[src/rtl/alu_control_fsm_if.sv]
`default_nettype none
// alu_control_fsm_if: instruction handshake, ALU status and ALU control bundle.
// The master side issues instructions; the slave side is the control FSM.
interface alu_control_fsm_if;
  logic       InstrValid;
  logic       InstrReady;
  logic [3:0] Opcode;
  logic [2:0] Funct;
  logic       Set;
  logic       Overflow;
  logic [2:0] Op;
  logic       BInvert;
  logic       CIN;
  logic       Less;
  logic       RegWrite;
  logic       Done;
  logic       Exception;

  modport master (
    output InstrValid, Opcode, Funct, Set, Overflow,
    input  InstrReady, Op, BInvert, CIN, Less, RegWrite, Done, Exception
  );

  modport slave (
    input  InstrValid, Opcode, Funct, Set, Overflow,
    output InstrReady, Op, BInvert, CIN, Less, RegWrite, Done, Exception
  );
endinterface
`default_nettype wire

[src/rtl/alu_control_fsm.sv]
`default_nettype none
// alu_control_fsm: multi-cycle ALU control sequencer (IDLE/DECODE/EXEC/SLT_SET/WB/ERR), all outputs registered.
// Optional macro ALU_CTRL_OVF_TRAP_EN: signed overflow on ADD/SUB/ADDI traps to ERR instead of writing back.
module alu_control_fsm (
  input wire logic         Clock,
  input wire logic         ResetN,
  alu_control_fsm_if.slave alu
);

  typedef enum logic [2:0] {
    S_IDLE    = 3'd0,
    S_DECODE  = 3'd1,
    S_EXEC    = 3'd2,
    S_SLT_SET = 3'd3,
    S_WB      = 3'd4,
    S_ERR     = 3'd5
  } state_t;

  localparam logic [3:0] C_OPC_RTYPE = 4'b0000;
  localparam logic [3:0] C_OPC_ADDI  = 4'b0001;
  localparam logic [3:0] C_OPC_SLTI  = 4'b0010;

  localparam logic [2:0] C_FN_AND = 3'b000;
  localparam logic [2:0] C_FN_OR  = 3'b001;
  localparam logic [2:0] C_FN_ADD = 3'b010;
  localparam logic [2:0] C_FN_SUB = 3'b011;
  localparam logic [2:0] C_FN_XOR = 3'b100;
  localparam logic [2:0] C_FN_MOD = 3'b101;
  localparam logic [2:0] C_FN_SLT = 3'b110;

  localparam logic [2:0] C_OP_AND  = 3'b000;
  localparam logic [2:0] C_OP_OR   = 3'b001;
  localparam logic [2:0] C_OP_ADD  = 3'b010;
  localparam logic [2:0] C_OP_XOR  = 3'b011;
  localparam logic [2:0] C_OP_MOD  = 3'b100;
  localparam logic [2:0] C_OP_SLTI = 3'b101;
  localparam logic [2:0] C_OP_ADDI = 3'b110;
  localparam logic [2:0] C_OP_LESS = 3'b111;

  state_t     r_state;
  state_t     w_state_nxt;
  logic [3:0] r_opcode;
  logic [2:0] r_funct;

  logic       r_ready;
  logic [2:0] r_op;
  logic       r_binvert;
  logic       r_cin;
  logic       r_less;
  logic       r_regwrite;
  logic       r_done;
  logic       r_exception;

  logic       w_ready_nxt;
  logic [2:0] w_op_nxt;
  logic       w_binvert_nxt;
  logic       w_cin_nxt;
  logic       w_less_nxt;
  logic       w_regwrite_nxt;
  logic       w_done_nxt;
  logic       w_exception_nxt;

  logic       w_handshake;
  logic       w_illegal;
  logic [2:0] w_dec_op;
  logic       w_dec_invert;
  logic       w_dec_slt;
  logic       w_dec_arith;
  logic       w_ovf_trap;

  assign w_handshake = (r_state == S_IDLE) && r_ready && alu.InstrValid;

  // Decode always works from the latched fields so bus activity after the handshake is ignored.
  always_comb begin
    w_illegal    = 1'b0;
    w_dec_op     = C_OP_AND;
    w_dec_invert = 1'b0;
    w_dec_slt    = 1'b0;
    w_dec_arith  = 1'b0;
    case (r_opcode)
      C_OPC_RTYPE: begin
        case (r_funct)
          C_FN_AND: w_dec_op = C_OP_AND;
          C_FN_OR:  w_dec_op = C_OP_OR;
          C_FN_ADD: begin
            w_dec_op    = C_OP_ADD;
            w_dec_arith = 1'b1;
          end
          C_FN_SUB: begin
            w_dec_op     = C_OP_ADD;
            w_dec_invert = 1'b1;
            w_dec_arith  = 1'b1;
          end
          C_FN_XOR: w_dec_op = C_OP_XOR;
          C_FN_MOD: w_dec_op = C_OP_MOD;
          C_FN_SLT: begin
            w_dec_op     = C_OP_ADD;
            w_dec_invert = 1'b1;
            w_dec_slt    = 1'b1;
          end
          default:  w_illegal = 1'b1;
        endcase
      end
      C_OPC_ADDI: begin
        w_dec_op    = C_OP_ADDI;
        w_dec_arith = 1'b1;
      end
      C_OPC_SLTI: begin
        w_dec_op     = C_OP_SLTI;
        w_dec_invert = 1'b1;
      end
      default: w_illegal = 1'b1;
    endcase
  end

`ifdef ALU_CTRL_OVF_TRAP_EN
  assign w_ovf_trap = w_dec_arith & alu.Overflow;
`else
  assign w_ovf_trap = 1'b0;
`endif

  // Outputs are computed for the state being entered, so registered values always match r_state.
  always_comb begin
    w_state_nxt     = r_state;
    w_ready_nxt     = 1'b0;
    w_op_nxt        = C_OP_AND;
    w_binvert_nxt   = 1'b0;
    w_cin_nxt       = 1'b0;
    w_less_nxt      = 1'b0;
    w_regwrite_nxt  = 1'b0;
    w_done_nxt      = 1'b0;
    w_exception_nxt = 1'b0;
    case (r_state)
      S_IDLE: begin
        if (w_handshake) begin
          w_state_nxt = S_DECODE;
        end else begin
          w_ready_nxt = 1'b1;
        end
      end
      S_DECODE: begin
        if (w_illegal) begin
          w_state_nxt     = S_ERR;
          w_exception_nxt = 1'b1;
          w_done_nxt      = 1'b1;
        end else begin
          w_state_nxt   = S_EXEC;
          w_op_nxt      = w_dec_op;
          w_binvert_nxt = w_dec_invert;
          w_cin_nxt     = w_dec_invert;
        end
      end
      S_EXEC: begin
        if (w_dec_slt) begin
          // Set/Overflow here reflect the subtraction the ALU performed during EXEC.
          w_state_nxt   = S_SLT_SET;
          w_op_nxt      = C_OP_LESS;
          w_binvert_nxt = 1'b1;
          w_cin_nxt     = 1'b1;
          w_less_nxt    = alu.Set ^ alu.Overflow;
        end else if (w_ovf_trap) begin
          w_state_nxt     = S_ERR;
          w_exception_nxt = 1'b1;
          w_done_nxt      = 1'b1;
        end else begin
          w_state_nxt    = S_WB;
          w_regwrite_nxt = 1'b1;
          w_done_nxt     = 1'b1;
        end
      end
      S_SLT_SET: begin
        w_state_nxt    = S_WB;
        w_less_nxt     = r_less;
        w_regwrite_nxt = 1'b1;
        w_done_nxt     = 1'b1;
      end
      S_WB, S_ERR: begin
        w_state_nxt = S_IDLE;
        w_ready_nxt = 1'b1;
      end
      default: begin
        w_state_nxt = S_IDLE;
        w_ready_nxt = 1'b1;
      end
    endcase
  end

  always_ff @(posedge Clock or negedge ResetN) begin
    if (!ResetN) begin
      r_state     <= S_IDLE;
      r_ready     <= 1'b0;
      r_op        <= C_OP_AND;
      r_binvert   <= 1'b0;
      r_cin       <= 1'b0;
      r_less      <= 1'b0;
      r_regwrite  <= 1'b0;
      r_done      <= 1'b0;
      r_exception <= 1'b0;
    end else begin
      r_state     <= w_state_nxt;
      r_ready     <= w_ready_nxt;
      r_op        <= w_op_nxt;
      r_binvert   <= w_binvert_nxt;
      r_cin       <= w_cin_nxt;
      r_less      <= w_less_nxt;
      r_regwrite  <= w_regwrite_nxt;
      r_done      <= w_done_nxt;
      r_exception <= w_exception_nxt;
    end
  end

  always_ff @(posedge Clock or negedge ResetN) begin
    if (!ResetN) begin
      r_opcode <= 4'b0000;
      r_funct  <= 3'b000;
    end else if (w_handshake) begin
      r_opcode <= alu.Opcode;
      r_funct  <= alu.Funct;
    end
  end

  assign alu.InstrReady = r_ready;
  assign alu.Op         = r_op;
  assign alu.BInvert    = r_binvert;
  assign alu.CIN        = r_cin;
  assign alu.Less       = r_less;
  assign alu.RegWrite   = r_regwrite;
  assign alu.Done       = r_done;
  assign alu.Exception  = r_exception;

endmodule
`default_nettype wire

[src/flat_wrapper.sv]
// flat-port wrapper written by rule: the top's interface ports become plain ports
module alu_control_fsm_flat 
  (Clock, ResetN, alu_InstrValid, alu_Opcode, alu_Funct, alu_Set, alu_Overflow, alu_InstrReady, alu_Op, alu_BInvert, alu_CIN, alu_Less, alu_RegWrite, alu_Done, alu_Exception);
  alu_control_fsm_if alu_i ();
  input wire logic Clock;
  input wire logic ResetN;
  input wire logic [$bits(alu_i.InstrValid)-1:0] alu_InstrValid;
  input wire logic [$bits(alu_i.Opcode)-1:0] alu_Opcode;
  input wire logic [$bits(alu_i.Funct)-1:0] alu_Funct;
  input wire logic [$bits(alu_i.Set)-1:0] alu_Set;
  input wire logic [$bits(alu_i.Overflow)-1:0] alu_Overflow;
  output wire logic [$bits(alu_i.InstrReady)-1:0] alu_InstrReady;
  output wire logic [$bits(alu_i.Op)-1:0] alu_Op;
  output wire logic [$bits(alu_i.BInvert)-1:0] alu_BInvert;
  output wire logic [$bits(alu_i.CIN)-1:0] alu_CIN;
  output wire logic [$bits(alu_i.Less)-1:0] alu_Less;
  output wire logic [$bits(alu_i.RegWrite)-1:0] alu_RegWrite;
  output wire logic [$bits(alu_i.Done)-1:0] alu_Done;
  output wire logic [$bits(alu_i.Exception)-1:0] alu_Exception;
  assign alu_i.InstrValid = alu_InstrValid;
  assign alu_i.Opcode = alu_Opcode;
  assign alu_i.Funct = alu_Funct;
  assign alu_i.Set = alu_Set;
  assign alu_i.Overflow = alu_Overflow;
  assign alu_InstrReady = alu_i.InstrReady;
  assign alu_Op = alu_i.Op;
  assign alu_BInvert = alu_i.BInvert;
  assign alu_CIN = alu_i.CIN;
  assign alu_Less = alu_i.Less;
  assign alu_RegWrite = alu_i.RegWrite;
  assign alu_Done = alu_i.Done;
  assign alu_Exception = alu_i.Exception;
  alu_control_fsm u_core (.Clock(Clock), .ResetN(ResetN), .alu(alu_i));
endmodule
[config.mk]
export PLATFORM = sky130hd
export DESIGN_NAME = alu_control_fsm_flat
export DESIGN_NICKNAME = d
export VERILOG_FILES = /design/src/rtl/alu_control_fsm_if.sv /design/src/rtl/alu_control_fsm.sv /design/src/flat_wrapper.sv
export SDC_FILE = /design/constraint.sdc
export NUM_CORES = 1
export LEC_CHECK = 0
export CORE_MARGIN = 2
export CORE_UTILIZATION = 43
export CTS_CLUSTER_DIAMETER = 60
export DETAILED_ROUTE_END_ITERATION = 8
export GPL_ROUTABILITY_DRIVEN = 0
export PLACE_DENSITY_LB_ADDON = 0.15
export SLEW_MARGIN = 20
export SYNTH_ARGS = -nofsm -noshare
export SYNTH_HDL_FRONTEND = slang
export SYNTH_SLANG_ARGS = --single-unit
export TNS_END_PERCENT = 10
[constraint.sdc]
create_clock -name Clock -period 1.6 [get_ports Clock]
set_clock_uncertainty 0.1 [all_clocks]
set_input_delay 0.32 -clock Clock [delete_from_list [all_inputs] [get_ports Clock]]
set_output_delay 0.32 -clock Clock [all_outputs]
set_load 0.005 [all_outputs]
==> metrics.cfg, run 1 <==
[outcome]
outcome=complete, no violations

[global_route]
grt_pass1_wl_um=3200
first_global_vias=752
gr-total-overflow=0
antenna_found_initial=0
grt_max_degree=20
grt_usage_pct=16.7

[drt]
ant_nets=0
vias_per_cell=5.13
wl_per_cell_um=12.9
drc=0
dr.pass1.iters=3
dr.first_iter.drc_count=10
totalWireLength_um=1830
num_vias=729

[logic_synthesis]
ys_seq_area_share_pct=51.0
synth-simple-area-share_pct=19.3
syn_avg_cell_area_um2=11.4
synth_edf_count=0
synthCells=82
muxShareOfSynthArea_pct=7.25
ys.flop_type=dfrtp_1
synth_xor_area_share_pct=1.88
synth_top_area_share_pct=51.0
ys.warnings.count=0
yosys-top-cells-area=dfrtp_1, mux2_2, nand2_1
yosysUniqueCellTypes=34
synth_area_um2=932
synthAdderAreaFrac_pct=0
ys_ff_latch=19
syn-num-nets=94
synthArstFlopShare_pct=100
synth_top_family_by_area=simple AND/OR/NAND/NOR gates
synth-compound-area-share_pct=15.8
yosysTopAreaCell=dfrtp_1

[sta]
finalCriticalPeriod_ns=1.54
slew_headroom_pct=80.4
finalHoldViolations=0
drv_slew=0
fin_crit_sh_pct=96.3
worstMarginPinSlew_ns=0.294
finalSetupTns_ns=0
setup_viol=0
grt_setup_unrepaired=yes
fmax_mhz=649

[setup_path]
path_buf_inv=1
critPathTopFamily=buffers and inverters
cp_max_fo=1
critPathMaxStageDelay_ns=0.49
worstPathArrival_ns=1.12
path_class=reg -> out
cpMaxStageDelayCell=clkdlybuf4s50_1
path_cells=clkdlybuf4s50_1
cp.required_ns=1.18
end_kind=primary output
setup.worst_path.start_class=register

[min_path]
hold_class=in -> async

[place]
hpwl_um=1300
post_dp_cell_area_um2=1220
port_buffers=21
placedCellCount=136

[cells_and_area]
finalInstanceArea_um2=1330
nets=128
n_antenna_cell=0
area_growth_pct=42.4
drive_gt1_share_pct=29.6
final_cells=142

[flow_run]
drv_cap=0

[clocking]
clockRootBuffer=clkbuf_4
cts_buffers=3
h-tree-depth=1
clock_sinks=19
clk_latency_ns=0.29
clk_path_buf_depth=2
clk_pin_slew_worst_paths_ns=0.11
cts_tree=yes

[floorplan]
initial_core_util_pct=46.6
fp.dieArea_um2=2560
die_width_um=50.6
rows=16
dieHeight_um=50.6
ioPinCount=22
core_area_um2=2000

[pwr]
vdd_drop_max_mv=0.927
power_density_nw_per_um2=1680
p_leak_uw=0.000649
fin_total_pwr_uw=2230

## placed cells by master, fill, tap and decap left out, types with 2 or more instances in the layout
cell             instances
a211oi_1                 2
a21oi_1                  5
a31oi_1                  2
buf_4                   11
clkbuf_4                 3
clkdlybuf4s50_1         15
dfrtp_1                 16
dfrtp_2                  3
dlymetal6s2s_1           6
inv_1                    4
mux2_1                   2
mux2_2                   4
nand2_1                  7
nor2_1                   6
nor3_2                   2
o21ai_0                  3
## area by class of cell
type	instances	area [um2]
sequential	19	479
inverter	4	15.0
clock buffer	3	22.5
multi-input combinational	55	453
tap	27	33.8
timing repair buffer	33	319
fill	164	674
clock inverter	1	5.00
## cells by family (layout without fill, tap and decap cells)
group | after synthesis | after routing
buffers and inverters | 8 | 41
flip-flops | 19 | 19
XOR/XNOR | 2 | 2
multiplexers | 6 | 6
AO/OA/AOI/OAI | 20 | 20
AND/OR/NAND/NOR | 27 | 27
## path summary, 6_finish.rpt
path / from / endpoint / slack [ns] / cells after the start
worst max-delay path: u_core.alu.RegWrite$_DFF_PN0_ / alu_RegWrite / 0.06 / 1
worst min-delay path: ResetN / u_core.alu.Less$_DFFE_PN0N_ / 0.25 / 2
worst max register to register: u_core.r_state[1]$_DFFE_PN0P_ / u_core.r_opcode[2]$_DFFE_PN0P_ / 0.08 / 3
worst min register to register: u_core.r_state[2]$_DFFE_PN0P_ / u_core.alu.Done$_DFF_PN0_ / 0.47 / 1
max in group asynchronous: ResetN / u_core.r_opcode[2]$_DFFE_PN0P_ / 0.94 / 2
min in group Clock: u_core.r_state[2]$_DFFE_PN0P_ / u_core.alu.Done$_DFF_PN0_ / 0.47 / 1
## what timing repair did
action | CTS | global route
hold buffers | 0 | 0
resized for setup | 0 | 17
setup buffers | 0 | 2
setup endpoints to repair | 0 | 14
## cell usage after synthesis (2+ instances only)
library cell	instances
inv_1	4
o21ai_0	3
buf_2	2
a211oi_1	2
nor3_1	3
nand2_1	7
mux2_1	2
a21oi_1	5
nor3b_1	2
dfrtp_1	19
a31oi_1	2
nor2_1	6
mux2_2	4
## where the power goes
group | internal [uW] | switching [uW]
clock network | 92.9 | 150
registers | 667 | 251
logic | 604 | 463
total | 1360 | 863
## stage by stage
stage	util (%)	setup WS, ns	hold slack [ns]
3_3_place_gp	61.1	-0.187	0.428
6_report	66.3	0.0590	0.249
3_5_place_dp	61.1	-0.214	0.458
2_1_floorplan	-	0.0676	-0.0756
4_1_cts	62.4	0.00768	0.248
5_1_grt	66.3	-0.0178	0.266
## per-layer routing
metal | vias up | global-route usage, % | wire length (um)
met5 | - | 0 | 0
li1 | 358 | - | -
met4 | 0 | 6.76 | 14
met2 | 22 | 29.2 | 950
met3 | 2 | 2.68 | 104
met1 | 347 | 20.3 | 756
## state kept, by name, summed over array words and instances, names as in the netlist
signal,flops
u_core.alu.Exception,1
u_core.r_funct,3
u_core.alu.Done,1
u_core.r_opcode,4
u_core.alu.RegWrite,1
u_core.alu.InstrReady,1
u_core.r_state,3
u_core.alu.BInvert,1
u_core.alu.Less,1
u_core.alu.Op,3
No activity file was read; power rests on OpenSTA's default activity.
==> run 2, diff against run 1 <==
GPL_TIMING_DRIVEN = 0   (was unset)
clock period = 1.3 ns   (was 1.6 ns; I/O delays follow)
==> run 2 against run 1 <==
Effect of this change:
- the run now ends with negative setup slack left
- sequential cell count unchanged
- setup slack lost 0.35 ns
- critical path depth rose by 3
- count of clock-buffer cells in the layout did not move
- register-to-register slack got worse by 0.37 ns
- via count up 8.4%
- non-clock buffer count rose by 4
- global-route usage is 0.43 points lower
- wire length is 9.6% higher
- core utilization up 3.0 points
- first-iteration DRC count is 120% higher
- critical path type is now reg -> reg
- critical endpoint is now u_core.alu.Op[0]$_DFF_PN0_
==> metrics.cfg, run 2 (synthesis results as in run 1) <==
[outcome]
outcome=finished with violations
violations=negative setup slack

[sta]
finalCriticalPeriod_ns=1.59
fin_crit_sh_pct=123
grt_setup_unrepaired=yes
drv_slew=0
fin_ws_ns=-0.293
worstMarginPinSlew_ns=0.824
fmax_mhz=628
finalHoldViolations=0
setup_viol=17
slew_headroom_pct=44.9

[global_route]
antenna_found_initial=0
gr-total-overflow=0
grt_pass1_wl_um=3120
grt_usage_pct=16.2
first_global_vias=693
grt_max_degree=20

[pwr]
fin_total_pwr_uw=3020
p_sw_share_pct=39.5
p_int_uw=1830
power_density_nw_per_um2=2180
switching_power_uw=1190
seqPwrFrac_pct=35.4
combPwrFrac_pct=54.6
p_clk_share_pct=10.0
vdd_drop_max_mv=1.38
p_leak_uw=0.000595

[cells_and_area]
n_antenna_cell=0
drive_gt1_share_pct=38.7
fillers=153
largest_reg_flops=4
area_growth_pct=48.9
nets=132
finalInstanceArea_um2=1390
final_cell_mix=dfrtp_1, clkdlybuf4s50_1, buf_4
regMostFlops=u_core.r_opcode
layout_commonest_cell=dfrtp_1

[setup_path]
path_class=reg -> reg
worstPathArrival_ns=1.71
timing.rr.end=u_core.alu.Op[0]$_DFF_PN0_
regToRegStartpoint=u_core.r_opcode[0]$_DFFE_PN0P_
cp-endpoint=u_core.alu.Op[0]$_DFF_PN0_
reg2reg_setup_slack_ns=-0.29
startpoint=u_core.r_opcode[0]$_DFFE_PN0P_
rr_worst_depth=4
cp_max_fo=6
cp.required_ns=1.42
setup.worst_path.start_class=register
end_kind=register

[clocking]
cts_tree=yes
clockRootBuffer=clkbuf_4
cts_hold_buffers=0
cts_buffers=3
clk_pin_slew_worst_paths_ns=0.12
clock_sinks=19
clk_path_buf_depth=2
h-tree-depth=1
clk_latency_ns=0.29

[floorplan]
rows=16
die_width_um=50.6
initial_core_util_pct=46.6
fp.dieArea_um2=2560
core_area_um2=2000
ioPinCount=22
dieHeight_um=50.6

[drt]
dr.pass1.iters=4
ant_nets=0
vias_per_cell=5.41
wl_per_cell_um=13.7
totalWireLength_um=2000
drc=0
dr.first_iter.drc_count=22
num_vias=790

[flow_run]
drv_cap=0

[place]
port_buffers=21
post_dp_cell_area_um2=1180
hpwl_um=1180

[min_path]
hold_class=in -> async

run 2: cell count changes in the layout (fill, tap and decap cells not counted), moves of 4 or more:
cell and delta:
clkdlybuf4s15_1 +8, clkdlybuf4s50_1 -4, buf_6 +5, mux2_4 +4
dlymetal6s2s_1 -6
run 2: final cells by class:
class	count	area, um2	area share, %
Multi-Input combinational cell	55	484	34.9
Tap cell	27	33.8	2.43
Clock buffer	3	22.5	1.62
Timing Repair Buffer	33	300	21.6
Buffer	4	45.0	3.25
Inverter	4	15.0	1.08
Clock inverter	1	5.00	0.361
Sequential cell	19	482	34.7
run 2: per-stage QoR:
| stage | utilization, % | instances | TNS (ns) | hold slack [ns] | setup slack, ns |
|---|---|---|---|---|---|
| 2_1_floorplan | - | 82 | -2.04 | -0.136 | -0.183 |
| 4_1_cts | 66.0 | 144 | -2.93 | 0.361 | -0.239 |
| 3_5_place_dp | 58.8 | 130 | -9.50 | 0.435 | -0.680 |
| 5_1_grt | 69.3 | 146 | -4.22 | 0.397 | -0.344 |
| 3_3_place_gp | 58.8 | 130 | -8.92 | 0.421 | -0.678 |
| 6_report | 69.3 | 146 | -3.25 | 0.325 | -0.293 |
run 2: power by group through the flow:
stage	clock network, uW	registers (uW)	logic (uW)
finish	302	1070	1650
global route	338	1100	1770
CTS	303	1050	1450
detailed placement	0	1070	1110
global placement	0	1060	1090
floorplan	0	1020	804
run 2: how the worst min path moves through the flow:
stage / startpoint / endpoint / slack [ns] / cells past startpoint
final: ResetN / u_core.r_state[0]$_DFFE_PN0P_ / 0.33 / 1
after global placement: u_core.alu.Less$_DFFE_PN0N_ / u_core.alu.Less$_DFFE_PN0N_ / 0.42 / 2
after CTS: ResetN / u_core.r_state[0]$_DFFE_PN0P_ / 0.36 / 1
after detailed placement: u_core.alu.Less$_DFFE_PN0N_ / u_core.alu.Less$_DFFE_PN0N_ / 0.44 / 2
after floorplan: ResetN / u_core.alu.BInvert$_DFF_PN0_ / -0.14 / 0
after global routing: ResetN / u_core.r_state[0]$_DFFE_PN0P_ / 0.40 / 1
run 2: worst max-delay path: stages, from the launching register on:
cell and delay [ns]:
dfrtp_2 0.47, nor3_4 0.32, and4bb_4 0.31, a32oi_4 0.13, a21oi_1 0.17
run 2: timing repair:
item | in CTS | in global routing
setup endpoints to repair | 28 | 26
buffers inserted | 10 | 2
pin swaps | 5 | 7
gates resized for setup | 28 | 19
run 2: metal layers:
metal  up-vias  wire, um  global-route usage (%)
met4         0        33                    5.41
li1        368         -                       -
met1       382       861                    20.9
met3         4       125                    2.68
met2        36       981                    27.6
met5         -         0                       0
==> run 3, diff against run 2 <==
GPL_TIMING_DRIVEN = unset   (was 0)
==> run 3 against run 2 <==
Effect of this change:
- sequential power rose by 7%
- highest routed layer unchanged
- hold slack worse by 0.16 ns
- final area is 5.6% higher
- maximum frequency is 0.99% higher
- core utilization increased by 3.9 points
- setup slack improved by 0.016 ns
- the flow still finishes with violations (negative setup slack)
- combinational power grew 9%
- global-route usage up 2.8 points
==> metrics.cfg, run 3 (synthesis results as in run 1) <==
[outcome]
outcome=finished with violations
violations=negative setup slack

[floorplan]
core_area_um2=2000
dieHeight_um=50.6
ioPinCount=22
rows=16
die_width_um=50.6
initial_core_util_pct=46.6
fp.dieArea_um2=2560

[place]
port_buffers=21
pre_cts_ws_ns=-0.571
hpwl_um=1550
placedCellCount=148

[global_route]
grt_max_degree=20
antenna_found_initial=0
grt_usage_pct=19.0
gr-total-overflow=0
grt_pass1_wl_um=3510
first_global_vias=796

[setup_path]
worstPathArrival_ns=1.67
cp.required_ns=1.39
path_cells=a211o_4 -> buf_6 -> a21o_1 -> a21oi_2 -> a211oi_1
path_class=reg -> reg
cpMaxStageDelayCell=dfrtp_2
cp_max_fo=6
critPathMaxStageDelay_ns=0.46
end_kind=register
setup.worst_path.start_class=register

[pwr]
p_sw_share_pct=38.9
power_density_nw_per_um2=2220
p_int_uw=1990
p_clk_share_pct=9.5
p_leak_uw=0.000624
combPwrFrac_pct=55.3
seqPwrFrac_pct=35.1
vdd_drop_max_mv=1.62
switching_power_uw=1270

[sta]
worstMarginPinSlew_ns=0.331
finalCriticalPeriod_ns=1.58
slew_headroom_pct=78.0
finalHoldViolations=0
fin_ws_ns=-0.278
setup_viol=17
grt_setup_unrepaired=yes
timing.hold.ws_ns=0.170
fin_crit_sh_pct=121
fmax_mhz=634
drv_slew=0

[clocking]
clk_pin_slew_worst_paths_ns=0.11
h-tree-depth=1
cts_hold_buffers=0
clk_latency_ns=0.31
cts_buffers=3
cts_tree=yes
clk_path_buf_depth=2
clockRootBuffer=clkbuf_4
clock_sinks=19

[drt]
ant_nets=0
dr.pass1.iters=2
wl_per_cell_um=13.9
num_vias=779
dr.first_iter.drc_count=6
vias_per_cell=5.09
drc=0
totalWireLength_um=2130

[cells_and_area]
largest_reg_flops=4
layout_commonest_cell=buf_4
fillers=142
regMostFlops=u_core.r_opcode
drive_gt1_share_pct=46.8
n_antenna_cell=0
final_cell_mix=buf_4, dfrtp_1, clkdlybuf4s50_1
area_growth_pct=57.2
final_cells=153
nets=139

[flow_run]
drv_cap=0

[min_path]
hold_class=in -> async

## run 3: changes by cell type in the layout (fill, tap and decap cells not counted), moves of 2 or more
| cell | before | now |
|---|---|---|
| buf_4 | 11 | 19 |
| buf_6 | 6 | 4 |
| dfrtp_1 | 14 | 12 |
| dfrtp_2 | 5 | 7 |
## run 3: path summary, 6_finish.rpt
kind                                                     start                              end  slack, ns  depth (start not counted)
worst max-delay path            u_core.r_opcode[1]$_DFFE_PN0P_    u_core.r_state[2]$_DFFE_PN0P_      -0.28                          5
worst min-delay path                                    ResetN  u_core.alu.InstrReady$_DFF_PN0_       0.17                          2
worst max register to register  u_core.r_opcode[1]$_DFFE_PN0P_    u_core.r_state[2]$_DFFE_PN0P_      -0.28                          5
worst min register to register     u_core.alu.Less$_DFFE_PN0N_      u_core.alu.Less$_DFFE_PN0N_       0.47                          2
max in group asynchronous                               ResetN   u_core.r_opcode[3]$_DFFE_PN0P_       0.71                          2
min in group Clock                                alu_Funct[0]    u_core.r_funct[0]$_DFFE_PN0P_       0.40                          3
## run 3: final cells by class
class / instances / area [um2] / area share, %
flip-flops and latches: 19 / 484 / 33.0
inverters: 4 / 15.0 / 1.02
well taps: 27 / 33.8 / 2.31
repair buffers: 44 / 393 / 26.8
clock buffers: 3 / 22.5 / 1.54
clock inverters: 1 / 5.00 / 0.342
multi-input cells: 55 / 512 / 34.9
## run 3: repair_timing
action	4_1_cts	5_1_grt
resized for setup	32	20
pin swaps	6	8
buffers inserted	1	1
endpoints found under the setup margin	27	22
## run 3: power groups by stage
| stage | Clock, uW | Sequential, uW | Combinational, uW |
|---|---|---|---|
| floorplan | 0 | 1020 | 804 |
| global placement | 0 | 1070 | 1460 |
| detailed placement | 0 | 1090 | 1520 |
| CTS | 315 | 1090 | 1660 |
| global route | 349 | 1180 | 1940 |
| finish | 311 | 1140 | 1800 |
## run 3: through the flow
stage	total power, uW	area [um2]	util, %	TNS [ns]
2_1_floorplan	1830	932	-	-2.04
3_3_place_gp	2530	1310	65.6	-5.77
3_5_place_dp	2610	1310	65.6	-6.18
4_1_cts	3060	1410	70.2	-3.39
5_1_grt	3470	1470	73.2	-4.40
6_report	3260	1470	73.2	-3.30
## run 3: layer usage
layer	vias up	track usage [%]	wire, um
li1	385	-	-
met1	367	21.3	955
met2	22	34.0	1040
met3	5	4.46	91
met4	0	8.56	41
met5	-	0	0
## run 3: worst max-delay path, delay by kind of cell, from the launching register on
family	cells	cell delay (ns)
DFF	1	0.46
AOI/OAI and AO/OA	4	0.78
buffers and inverters	1	0.12
